===== src/rtl/j4_slot_supervisor_if.sv =====
// rtl/j4_slot_supervisor_if.sv - core I/O bus as seen by the slot supervisor
interface j4_slot_supervisor_if;
    logic        io_rd;
    logic        io_wr;
    logic [1:0]  io_slot;
    logic [15:0] mem_addr;
    logic [15:0] dout;
    logic [15:0] rd_data;

    modport master (
        output io_rd, io_wr, io_slot, mem_addr, dout,
        input  rd_data
    );

    modport slave (
        input  io_rd, io_wr, io_slot, mem_addr, dout,
        output rd_data
    );
endinterface


===== src/rtl/j4_slot_supervisor.sv =====
// rtl/j4_slot_supervisor.sv - 4-slot restart control, per-slot watchdog, fault status, SLOTID
// Optional write protection (CTRL/STAT from slot 0 only, STAT[15] viol) under J4_SUPERVISOR_PROTECT_EN.
module j4_slot_supervisor #(
    parameter logic [15:0]      BASE    = 16'h0100,
    parameter int               WDT_W   = 16,
    parameter logic [WDT_W-1:0] WDT_RLD = 16'hFFFF
) (
    input  logic                  clk,
    input  logic                  reset,
    j4_slot_supervisor_if.slave   bus,
    output logic [3:0]            kill_slot_rq
);

    localparam logic [1:0] OFF_CTRL   = 2'd0;
    localparam logic [1:0] OFF_PET    = 2'd1;
    localparam logic [1:0] OFF_STAT   = 2'd2;
    localparam logic [1:0] OFF_SLOTID = 2'd3;

    logic [3:0]       kill_q, kill_d;
    logic [3:0]       wdt_en_q, wdt_en_d;
    logic [3:0]       fired_q, fired_d;
    logic [WDT_W-1:0] cnt_q [4];
    logic [WDT_W-1:0] cnt_d [4];
    logic             viol_q, viol_d;

    logic       sel, wr_en, wr_allow;
    logic [1:0] off;
    logic [3:0] restart, pet, stat_clr, fire;
    logic [15:0] rd_data_c;

    assign off   = bus.mem_addr[2:1];
    assign sel   = (bus.io_rd | bus.io_wr) & (bus.mem_addr[15:3] == BASE[15:3]);
    assign wr_en = sel & bus.io_wr;

`ifdef J4_SUPERVISOR_PROTECT_EN
    assign wr_allow = (bus.io_slot == 2'd0);
`else
    assign wr_allow = 1'b1;
`endif

    always_comb begin
        wdt_en_d = wdt_en_q;
        restart  = '0;
        pet      = '0;
        stat_clr = '0;
        fire     = '0;
        viol_d   = 1'b0;

        if (wr_en && off == OFF_CTRL && wr_allow) begin
            wdt_en_d = bus.dout[11:8];
            restart  = bus.dout[3:0];
        end
        if (wr_en && off == OFF_PET) begin
            pet = 4'b0001 << bus.io_slot;
        end
        if (wr_en && off == OFF_STAT && wr_allow) begin
            stat_clr = bus.dout[7:4];
        end

        // A disabled counter sits at WDT_RLD, so a 0->1 enable always starts from a full count.
        // PET beats expiry; a restart does not suppress the fire, it only merges the pulse.
        for (int s = 0; s < 4; s++) begin
            fire[s] = wdt_en_q[s] && (cnt_q[s] == '0) && !pet[s];
            if (!wdt_en_q[s] || pet[s] || restart[s] || fire[s]) begin
                cnt_d[s] = WDT_RLD;
            end else begin
                cnt_d[s] = cnt_q[s] - 1'b1;
            end
        end

        kill_d  = fire | restart;
        fired_d = (fired_q & ~stat_clr) | fire;

`ifdef J4_SUPERVISOR_PROTECT_EN
        viol_d = viol_q;
        if (wr_en && off == OFF_STAT && wr_allow && bus.dout[15]) begin
            viol_d = 1'b0;
        end
        if (wr_en && (off == OFF_CTRL || off == OFF_STAT) && !wr_allow) begin
            viol_d = 1'b1;
        end
`endif
    end

    always_ff @(posedge clk) begin
        if (reset) begin
            kill_q   <= '0;
            wdt_en_q <= '0;
            fired_q  <= '0;
            viol_q   <= 1'b0;
            for (int s = 0; s < 4; s++) begin
                cnt_q[s] <= WDT_RLD;
            end
        end else begin
            kill_q   <= kill_d;
            wdt_en_q <= wdt_en_d;
            fired_q  <= fired_d;
            viol_q   <= viol_d;
            for (int s = 0; s < 4; s++) begin
                cnt_q[s] <= cnt_d[s];
            end
        end
    end

    // Read data must be valid in the io_rd cycle itself; the core OR-muxes it into io_din.
    always_comb begin
        rd_data_c = '0;
        if (sel && bus.io_rd) begin
            case (off)
                OFF_CTRL:   rd_data_c = {4'b0, wdt_en_q, 8'b0};
                OFF_PET:    rd_data_c = '0;
                OFF_STAT:   rd_data_c = {viol_q, 7'b0, fired_q, wdt_en_q};
                OFF_SLOTID: rd_data_c = {14'b0, bus.io_slot};
                default:    rd_data_c = '0;
            endcase
        end
    end

    assign bus.rd_data  = rd_data_c;
    assign kill_slot_rq = kill_q;

endmodule

===== src/flat_wrapper.sv =====
// flat-port wrapper written by rule: the top's interface ports become plain ports
module j4_slot_supervisor_flat 
#(
    parameter logic [15:0]      BASE    = 16'h0100,
    parameter int               WDT_W   = 16,
    parameter logic [WDT_W-1:0] WDT_RLD = 16'hFFFF
)
  (clk, reset, kill_slot_rq, bus_io_rd, bus_io_wr, bus_io_slot, bus_mem_addr, bus_dout, bus_rd_data);
  j4_slot_supervisor_if bus_i ();
  input  logic clk;
  input  logic reset;
  output logic [3:0] kill_slot_rq;
  input wire logic [$bits(bus_i.io_rd)-1:0] bus_io_rd;
  input wire logic [$bits(bus_i.io_wr)-1:0] bus_io_wr;
  input wire logic [$bits(bus_i.io_slot)-1:0] bus_io_slot;
  input wire logic [$bits(bus_i.mem_addr)-1:0] bus_mem_addr;
  input wire logic [$bits(bus_i.dout)-1:0] bus_dout;
  output wire logic [$bits(bus_i.rd_data)-1:0] bus_rd_data;
  assign bus_i.io_rd = bus_io_rd;
  assign bus_i.io_wr = bus_io_wr;
  assign bus_i.io_slot = bus_io_slot;
  assign bus_i.mem_addr = bus_mem_addr;
  assign bus_i.dout = bus_dout;
  assign bus_rd_data = bus_i.rd_data;
  j4_slot_supervisor #(.BASE(BASE), .WDT_W(WDT_W), .WDT_RLD(WDT_RLD)) u_core (.clk(clk), .reset(reset), .bus(bus_i), .kill_slot_rq(kill_slot_rq));
endmodule

===== config.mk =====
export PLATFORM = sky130hd
export DESIGN_NAME = j4_slot_supervisor_flat
export DESIGN_NICKNAME = d
export VERILOG_FILES = /design/src/rtl/j4_slot_supervisor_if.sv /design/src/rtl/j4_slot_supervisor.sv /design/src/flat_wrapper.sv
export SDC_FILE = /design/constraint.sdc
export NUM_CORES = 1
export LEC_CHECK = 0
export CORE_MARGIN = 5
export CORE_UTILIZATION = 35
export DETAILED_ROUTE_END_ITERATION = 16
export DONT_BUFFER_PORTS = 1
export PLACE_DENSITY = 0.51
export SETUP_SLACK_MARGIN = 0.2
export SLEW_MARGIN = 10
export SYNTH_ARGS = -nofsm -noshare
export SYNTH_HDL_FRONTEND = slang
export SYNTH_SLANG_ARGS = --single-unit

===== constraint.sdc =====
create_clock -name clk -period 4.8 [get_ports clk]
set_clock_uncertainty 0.15 [all_clocks]
set_input_delay 0.96 -clock clk [delete_from_list [all_inputs] [get_ports clk]]
set_output_delay 0.96 -clock clk [all_outputs]
set_load 0.05 [all_outputs]

==> impl_metrics.tcl <==
set metrics [dict create \
    status "completed" \
    syn_to_final_growth_pct 12.1 \
    initial_core_util_pct 36.1 \
    post_cts_buffers 0 \
    syn_avg_cell_area_sq_um 8.55 \
    postPlaceCellArea_sq_um 3730 \
    report.final.slew_viol_count 0 \
    number_of_max_cap_violations 0 \
    setup_slack_ns 0.507 \
    post-route-cell-area_sq_um 3990 \
    period_share_pct 89.4 \
    detailedPlace.worstSlack_ns 0.500 \
    worst_ep_required_time_ns 3.69 \
    final_setup_violations 0 \
    tritoncts_buffers 9 \
    timing.critical_path.arrival_ns 3.18 \
    finalNonFillerCells 565 \
    postCtsHoldBufs 0 \
    fp.dieH_um 111 \
    placement_rows 36 \
    tritoncts_clock_tree "done" \
    final_common_cell "nand2_1" \
    sinks_on_clock_net 76 \
    cts_max_level 3 \
    syn-cell-area_sq_um 3560 \
    asyncSetResetFlopFracSynth_pct 0 \
    io_pins 58 \
    placed_cells 549 \
    drt-pass1-iter-count 4 \
    grt_setup_unrepaired "false" \
    highest_attainable_clock_frequency_mhz 233 \
    post_route_cells_drive_above_1_share_pct 8.80 \
    synthCells 417 \
    power.static_leakage_nw 1.32 \
    finalWirelength_um 7600 \
    timing_worst_setup_path_type "in2out" \
    worstHoldPathType "reg2reg" \
    yosysSeqAreaShare_pct 42.7 \
    clk-insertion-delay-late_ns 0.35 \
    dr_total_vias 2737 \
    hold_viol_final 0 \
    global_route.overflow_total 0 \
    num_antenna_cells 0 \
    antenna_found_initial 0 \
    hpwlAfterDp_um 5520 \
    grt_max_degree 18 \
    pwr_density_cell_nw_per_um2 322 \
    design.core.area_sq_um 9860 \
    worst-path-max-fanout 6 \
    root_buffer "clkbuf_8" \
    slew-limit-headroom_pct 29.5 \
    track_usage_pct 12.7 \
    number_of_distinct_library_cell_variants_in_the_gate_level_netlist_after_synthesis 45 \
    grt_pass1_vias 2684 \
    die_x_um 111 \
    num-nets-final 473 \
    grt_pass1_wl_um 12700 \
    drt-initial-drc-count 64 \
    finalWeightedCongestion 0.764 \
    synth_warnings 0 \
    yosys_most_used_dff "dfxtp_1" \
    fin_tns_setup_ns 0 \
    worstSetupStartpointType "primary input" \
    post_route_minimum_period_ns 4.29 \
    routed_via_density 4.84 \
    worst_setup_path_end_kind "primary output" \
    die_footprint_sq_um 12300 \
    cts-resized-gates 0 \
    port_buffers 0 \
    synth_edf_count 0 \
    drc_errors 0 \
    postSynthRegisterBits 76 \
    clkTransAtPathRegs_ns 0.07 \
    mostFrequentLayoutCells "nand2_1 (95), dfxtp_1 (76), xnor2_1 (32), nor2_1 (27), xor2_1 (18)" \
    worst_ir_drop_vdd_v 0.000158 \
    cts-root-to-sink-buffers 2 \
    ant_nets 0 \
    max_slew.worst_pin.slew_ns 1.04 \
    post_drt_wl_per_cell_um 13.5 \
]
through the flow:
stage / hold WS, ns / utilization [%] / power, mW
2_1_floorplan: 0.228 / - / 0.663
6_report: 0.262 / 40.5 / 1.28
4_1_cts: 0.265 / 40.5 / 1.30
5_1_grt: 0.301 / 40.5 / 1.34
3_3_place_gp: 0.246 / 37.8 / 0.659
3_5_place_dp: 0.246 / 37.8 / 0.659
worst max-delay path, cell delays in order:
cell     delay (ns)
or4_4          0.54
or3_1          0.38
or3_1          0.53
nor3b_2        0.37
and2_1         0.20
buf_4          0.20
registers in the layout, indices dropped and copies added, names as in the netlist:
name and cells:
u_core.cnt_q 64, u_core.fired_q 4, u_core.wdt_en_q 4, u_core.kill_slot_rq 4
worst paths after layout:
| check | cells after the start | from | slack [ns] | end |
|---|---|---|---|---|
| min reg2reg | 1 | u_core.cnt_q[0][16] | 0.26 | u_core.cnt_q[0][16] |
| min | 1 | u_core.cnt_q[0][16] | 0.26 | u_core.cnt_q[0][16] |
| max | 6 | bus_mem_addr[4] | 0.51 | bus_rd_data[8] |
| max reg2reg | 5 | u_core.cnt_q[0][4] | 2.32 | u_core.cnt_q[0][13] |
cells in the mapped netlist (6+ instances only):
library cell	instances	area [sq um]
nand2_1	95	357
nor4_1	12	75.1
ha_1	8	100
buf_6	6	67.6
nor3_1	21	105
or3_1	8	50.1
dfxtp_1	76	1520
xor2_1	18	158
nor2_1	27	101
inv_1	13	48.8
nand3_1	12	60.1
nand4_1	6	37.5
a21oi_1	9	45.0
and2_1	7	43.8
xnor2_1	32	280
per-layer routing:
layer	part of all wire [%]	vias up	global-route usage (%)	wire, um
li1	-	1419	-	-
met1	48	1267	16.0	3660
met2	45	43	19.9	3410
met3	5.9	8	5.13	451
met4	1.1	0	3.69	83
met5	0	-	0	0
area by class of cell:
| type | instances | area, sq um |
|---|---|---|
| Clock inverter | 4 | 120 |
| Sequential cell | 76 | 1520 |
| Multi-Input combinational cell | 315 | 1900 |
| Clock buffer | 12 | 145 |
| Timing Repair Buffer | 12 | 90.1 |
| Fill cell | 1014 | 5870 |
| Inverter | 13 | 48.8 |
| Tap cell | 133 | 166 |
report_power, final:
| group | internal, mW | switching [mW] | leakage (nW) |
|---|---|---|---|
| Combinational | 0.00406 | 0.00995 | 0.579 |
| Sequential | 0.630 | 0.00000194 | 0.615 |
| Clock | 0.413 | 0.227 | 0.131 |
cell families after synthesis:
group                    count (synthesis)  share of synthesized area [%]
multiplexers                             1                          0.281
buffers and inverters                   29                           4.81
other                                    1                          0.105
flip-flops                              76                           42.7
adder cells (fa/ha/maj)                  8                           2.81
AND/OR/NAND/NOR                        229                           32.8
XOR/XNOR                                50                           12.3
AO/OA/AOI/OAI                           23                           4.21
(Power assumes the default switching activity.)
